<file path="src/rtl/if_stage.sv">
// Instruction-fetch stage: PC register, next-PC selection and the IF/ID pipeline register.
// Define IF_STAGE_PERF_EN to add the fetch_count / bubble_count performance counters.
module if_stage #(
    parameter logic [31:0] RESET_PC = 32'h0000_0000,
    parameter logic [31:0] NOP_INST = 32'h0000_0000
) (
    input  logic        clk,
    input  logic        rst_n,
    input  logic        stall,
    input  logic        flush,
    input  logic        branch_taken,
    input  logic [31:0] branch_target,
    input  logic        jump,
    input  logic [31:0] jump_target,
    output logic [31:0] inst_addr,
    input  logic [31:0] inst_data,
    output logic [31:0] if_id_inst,
    output logic [31:0] if_id_pc_plus4,
    output logic        if_id_valid
`ifdef IF_STAGE_PERF_EN
    ,
    output logic [31:0] fetch_count,
    output logic [31:0] bubble_count
`endif
);

    // Word alignment is enforced on every PC source, including the reset value.
    localparam logic [31:0] RESET_PC_ALIGNED = {RESET_PC[31:2], 2'b00};

    logic [31:0] pc;
    logic [31:0] pc_plus4;
    logic [31:0] pc_next;
    logic        redirect;
    logic        bubble;
    logic        load;

    always_comb begin
        pc_plus4 = pc + 32'd4;
        redirect = branch_taken | jump;
        bubble   = redirect | flush;
        // Redirect beats stall; a non-redirect flush still honours stall for the PC.
        load     = !bubble && !stall;
        if (branch_taken)
            pc_next = {branch_target[31:2], 2'b00};
        else if (jump)
            pc_next = {jump_target[31:2], 2'b00};
        else if (stall)
            pc_next = pc;
        else
            pc_next = pc_plus4;
    end

    assign inst_addr = pc;

    // NOTE: sequential state uses non-blocking assignments so every register samples pre-edge values.
    always_ff @(posedge clk or negedge rst_n) begin
        if (!rst_n) begin
            pc             <= RESET_PC_ALIGNED;
            if_id_inst     <= NOP_INST;
            if_id_pc_plus4 <= 32'd0;
            if_id_valid    <= 1'b0;
        end else begin
            pc <= pc_next;
            if (bubble) begin
                if_id_inst     <= NOP_INST;
                if_id_pc_plus4 <= 32'd0;
                if_id_valid    <= 1'b0;
            end else if (load) begin
                if_id_inst     <= inst_data;
                if_id_pc_plus4 <= pc_plus4;
                if_id_valid    <= 1'b1;
            end
        end
    end

`ifdef IF_STAGE_PERF_EN
    always_ff @(posedge clk or negedge rst_n) begin
        if (!rst_n) begin
            fetch_count  <= 32'd0;
            bubble_count <= 32'd0;
        end else begin
            if (load)
                fetch_count <= fetch_count + 32'd1;
            if (bubble)
                bubble_count <= bubble_count + 32'd1;
        end
    end
`endif

endmodule
</file>
<file path="config.mk">
export PLATFORM = sky130hd
export DESIGN_NAME = if_stage
export DESIGN_NICKNAME = d
export VERILOG_FILES = /design/src/rtl/if_stage.sv
export SDC_FILE = /design/constraint.sdc
export NUM_CORES = 1
export LEC_CHECK = 0
export BUFFER_PORTS_ARGS = -buffer_cell sky130_fd_sc_hd__buf_2
export CAP_MARGIN = 20
export CORE_MARGIN = 8
export CORE_UTILIZATION = 49
export DETAILED_ROUTE_END_ITERATION = 7
export GPL_ROUTABILITY_DRIVEN = 0
export PLACE_DENSITY = 0.8
export SKIP_LAST_GASP = 1
export SYNTH_ARGS = -nofsm -noshare
export SYNTH_HDL_FRONTEND = slang
export SYNTH_SLANG_ARGS = --single-unit
</file>
<file path="constraint.sdc">
create_clock -name clk -period 2.3 [get_ports clk]
set_input_delay 0.46 -clock clk [delete_from_list [all_inputs] [get_ports clk]]
set_output_delay 0.46 -clock clk [all_outputs]
set_load 0.1 [all_outputs]
</file>
=== Word level (Yosys, flattened, before mapping) ===
Cells that the tools add are included.

* Bitwise logic cells: 2
* Add/subtract/negate cells: 1
* Mux-type cells: 9
* Reduce and logical (&&, ||, !) cells: 4
* Equality and inequality tests: 1

{| class="wikitable"
|+ Operators with widths
! kind !! number
|-
| 32-bit 2-to-1 mux || 7
|-
| 32-bit by 3-bit adder with 32-bit output, second input constant || 1
|-
| 3-bit by 1-bit != test with 1-bit output, second input constant || 1
|-
| 1-bit logical NOT || 2
|-
| 1-bit 2-to-1 mux || 2
|-
| 1-bit OR || 2
|-
| 2-bit nonzero test || 1
|-
| 1-bit logical AND || 1
|}

* Output and inout port bits: 97
* Register bits after elaboration: 97
* Word-level logic and storage cells: 21
* Input bits: 102

=== Depth between registers and ports, before layout ===
* Depth in word-level cells: 6
* Depth in mapped cells: 7
* Depth with buffers taken out: 6

=== Worst setup path after synthesis ===
Ideal clock, no wire load.

* Path kind: flip-flop to flip-flop
* Start: register pc[2], in the netlist inst_addr[2]
* End: register if_id_pc_plus4[22]
* Data arrival time: 2,787 ps
* Setup time: 83 ps
* Path slack: -570 ps
* Clock period less this slack: 2,870 ps
* Cell stages (with the launch flop): 8
* Path through: dfrtp_1 -> ha_1 -> nand3_2 -> or3_1 -> buf_2 -> or3_4 -> or3_1 -> a31oi_1

* Longest elaborated chain between the ends: 3

{| class="wikitable"
|+ RTL lines
! item !! line !! RTL
|-
| start, declared || 30 || <nowiki>logic [31:0] pc;</nowiki>
|-
| start signal, assigned || 63 || <nowiki>pc <= pc_next;</nowiki>
|-
| 32-bit by 3-bit adder with 32-bit output || 38 || <nowiki>pc_plus4 = pc + 32'd4;</nowiki>
|-
| 32-bit 2-to-1 mux || 68 || <nowiki>end else if (load) begin</nowiki>
|-
| 32-bit 2-to-1 mux || 64 || <nowiki>if (bubble) begin</nowiki>
|-
| end signal, assigned || 70 || <nowiki>if_id_pc_plus4 <= pc_plus4;</nowiki>
|-
| end, declared || 18 || <nowiki>output logic [31:0] if_id_pc_plus4,</nowiki>
|}

Every way passes these cells. The select of a mux whose other input is x is not followed.
A chain may end at the register's enable or synchronous reset.

=== Final worst setup path ===
Same ends and word-level chain as after synthesis.

==> impl_metrics.json <==
{
  "syn-cell-area_um2": 4940,
  "die_area_um2": 13600,
  "cts_sinks": 93,
  "clk_pin_slew_worst_paths_ns": 0.09,
  "reg2reg_depth": 6,
  "grt_pass1_wl_mm": 24.6,
  "final_common_cell": "buf_2",
  "layout_min_cycle_time_ns": 2.21,
  "first_iter_violations": 324,
  "drive_above_1_share_pct": 35.8,
  "syn_area_per_cell_um2": 9.36,
  "place_hpwl_mm": 12.0,
  "cts_buffers": 9,
  "synth_top_area_share_pct": 47.1,
  "register_area_um2": 2370,
  "relSlewSlack_pct": 54.2,
  "hold_buffers": 0,
  "synthCells": 528,
  "wl_mm": 15.7,
  "drv_cap": 0,
  "rsz0062_at_grt": "no",
  "via_per_inst": 5.59,
  "rows": 36,
  "clock_skew_ns": 0.0145,
  "drc": 0,
  "final-setup-viol-count": 0,
  "yosys-top-cells-area": "dfrtp_1, mux2i_1, nor2_1",
  "area_growth_pct": 27.1,
  "finalSetupTns_ns": 0,
  "p_leak_nw": 3.07,
  "multiInputGateArea_um2": 2420,
  "nets": 808,
  "yosysSeqAreaShare_pct": 47.1,
  "ctsResizeCount": 0,
  "startpoint": "inst_addr[2]$_DFFE_PN0P_",
  "reg2reg_setup_slack_ns": 0.09,
  "crit_path_end": "if_id_pc_plus4[22]$_DFFE_PN0P_",
  "crit_path_end_kind": "register",
  "worstSetupPathType": "register to register",
  "fp.dieW_um": 116,
  "crit_fanout": 7,
  "fmax_ghz": 0.452,
  "critPathRequiredTime_ns": 2.57,
  "grt_max_degree": 54,
  "core_area_um2": 9770,
  "synth_edf_count": 0,
  "clock_latency_ns": 0.37,
  "grt_pass1_vias": 4823,
  "start_util_pct": 50.6,
  "grt_overflow": 0,
  "antenna_found_initial": 0,
  "ys_warn_count": 0,
  "io_buffers": 190,
  "yosysTopAreaCell": "dfrtp_1",
  "post-cts-setup-buffers": 0,
  "cp_data_arrival_time_ns": 2.48,
  "htree_num_levels": 3,
  "firstDrtPassIters": 5,
  "ant_nets": 0,
  "power_density_nw_per_um2": 657,
  "start_kind": "register",
  "final_cell_mix": "buf_2, nor2_1, dfrtp_1, o21ai_0, a21oi_1",
  "cts_tree": "yes",
  "die_h_um": 116,
  "ys_ff_latch": 93,
  "post-route-cell-area_um2": 6280,
  "cts.path.max_buffers": 2,
  "grtUsageTotal_pct": 23.3,
  "nFillCells": 884,
  "timing.rr.end": "if_id_pc_plus4[22]$_DFFE_PN0P_",
  "async_reset_ff_share_pct": 100,
  "hold_violations": 0,
  "min_period_over_period_pct": 96.1,
  "worstHoldPathType": "input port to asynchronous set/reset pin",
  "synth_cell_types": 50,
  "drt-wirelength-per-cell_um": 18.7,
  "cts-root-buf": "clkbuf_8",
  "max-vdd-ir-drop_uv": 407,
  "insertedDiodeCount": 0,
  "crit-reg2reg-launch": "inst_addr[2]$_DFFE_PN0P_",
  "tightest_slew_ns": 0.687,
  "vias": 4714,
  "dpl_cell_area_um2": 6100,
  "synth-main-ff-cell": "dfrtp_1",
  "num_io_pins": 199,
  "slew_violations": 0,
  "status": "complete, no violations"
}
[state kept, by name, summed over array words and instances (netlist names)]
signal and flops:
if_id_pc_plus4 30, if_id_inst 32, inst_addr 30, if_id_valid 1
[worst max-delay path, cell delays in order (launching register included)]
cell and delay, ns:
dfrtp_4 0.48, ha_4 0.17, nand3_4 0.11, or3_1 0.46
or3_4 0.39, or3_1 0.31, a31oi_1 0.20
[per-layer routing]
metal	track usage [%]	up-vias	part of all wire [%]
li1	-	2206	-
met1	28.8	2255	40
met2	38.3	212	49
met3	5.22	41	8.4
met4	10.2	0	3.1
met5	0	-	0
[area by class of cell]
type | count | area share [%]
Clock buffer | 11 | 2.25
Multi-Input combinational cell | 383 | 38.5
Clock inverter | 5 | 0.558
Tap cell | 133 | 2.65
Inverter | 11 | 0.658
Timing Repair Buffer | 207 | 17.7
Sequential cell | 93 | 37.7
[metrics by stage]
stage / cells / util [%] / worst slack [ns] / hold slack (ns) / power, mW
after global placement: 827 / 62.4 / 0.205 / 0.496 / 3.11
after global routing: 843 / 64.2 / 0.0136 / 0.177 / 4.30
after CTS: 843 / 64.2 / 0.0942 / 0.151 / 4.15
after floorplan: 531 / - / 0.00668 / 0.164 / 2.80
final: 843 / 64.2 / 0.0896 / 0.125 / 4.13
after detailed placement: 827 / 62.4 / 0.123 / 0.499 / 3.14
[how the worst min path moves through the flow]
stage | endpoint | slack (ns) | startpoint | cells after the start
6_report | inst_addr[2]$_DFFE_PN0P_ | 0.12 | rst_n | 1
2_1_floorplan | if_id_inst[0]$_DFFE_PN0P_ | 0.16 | rst_n | 0
3_5_place_dp | if_id_pc_plus4[31]$_DFFE_PN0P_ | 0.50 | if_id_pc_plus4[31]$_DFFE_PN0P_ | 2
4_1_cts | inst_addr[6]$_DFFE_PN0P_ | 0.15 | rst_n | 1
5_1_grt | inst_addr[2]$_DFFE_PN0P_ | 0.18 | rst_n | 1
3_3_place_gp | if_id_pc_plus4[31]$_DFFE_PN0P_ | 0.50 | if_id_pc_plus4[31]$_DFFE_PN0P_ | 2
[cells in the mapped netlist (8+ instances only)]
library cell / count
xor2_1: 19
nand4_1: 12
and4_1: 8
a21oi_1: 42
nor3_1: 12
nand2_1: 25
a22oi_1: 12
xnor2_1: 26
clkbuf_1: 30
dfrtp_1: 93
o21ai_0: 44
inv_1: 10
mux2i_1: 40
nand3_1: 9
nor2_1: 72
[where the power goes]
part	switching, mW	internal (mW)
registers	0.129	1.72
clock network	0.587	0.428
logic	0.957	0.302
[kinds of logic (layout without fill, tap and decap cells)]
group | Yosys count | count (layout) | share of synthesized area [%]
mux | 40 | 40 | 8.10
other cells | 1 | 4 | 0.0759
flops | 93 | 93 | 47.1
simple gates | 165 | 165 | 16.5
fa+ha+maj | 1 | 1 | 0.253
compound gates | 128 | 128 | 15.4
xor+xnor | 45 | 45 | 7.98
buf+inv | 55 | 234 | 4.58
No activity file was read; power rests on OpenSTA's default activity.
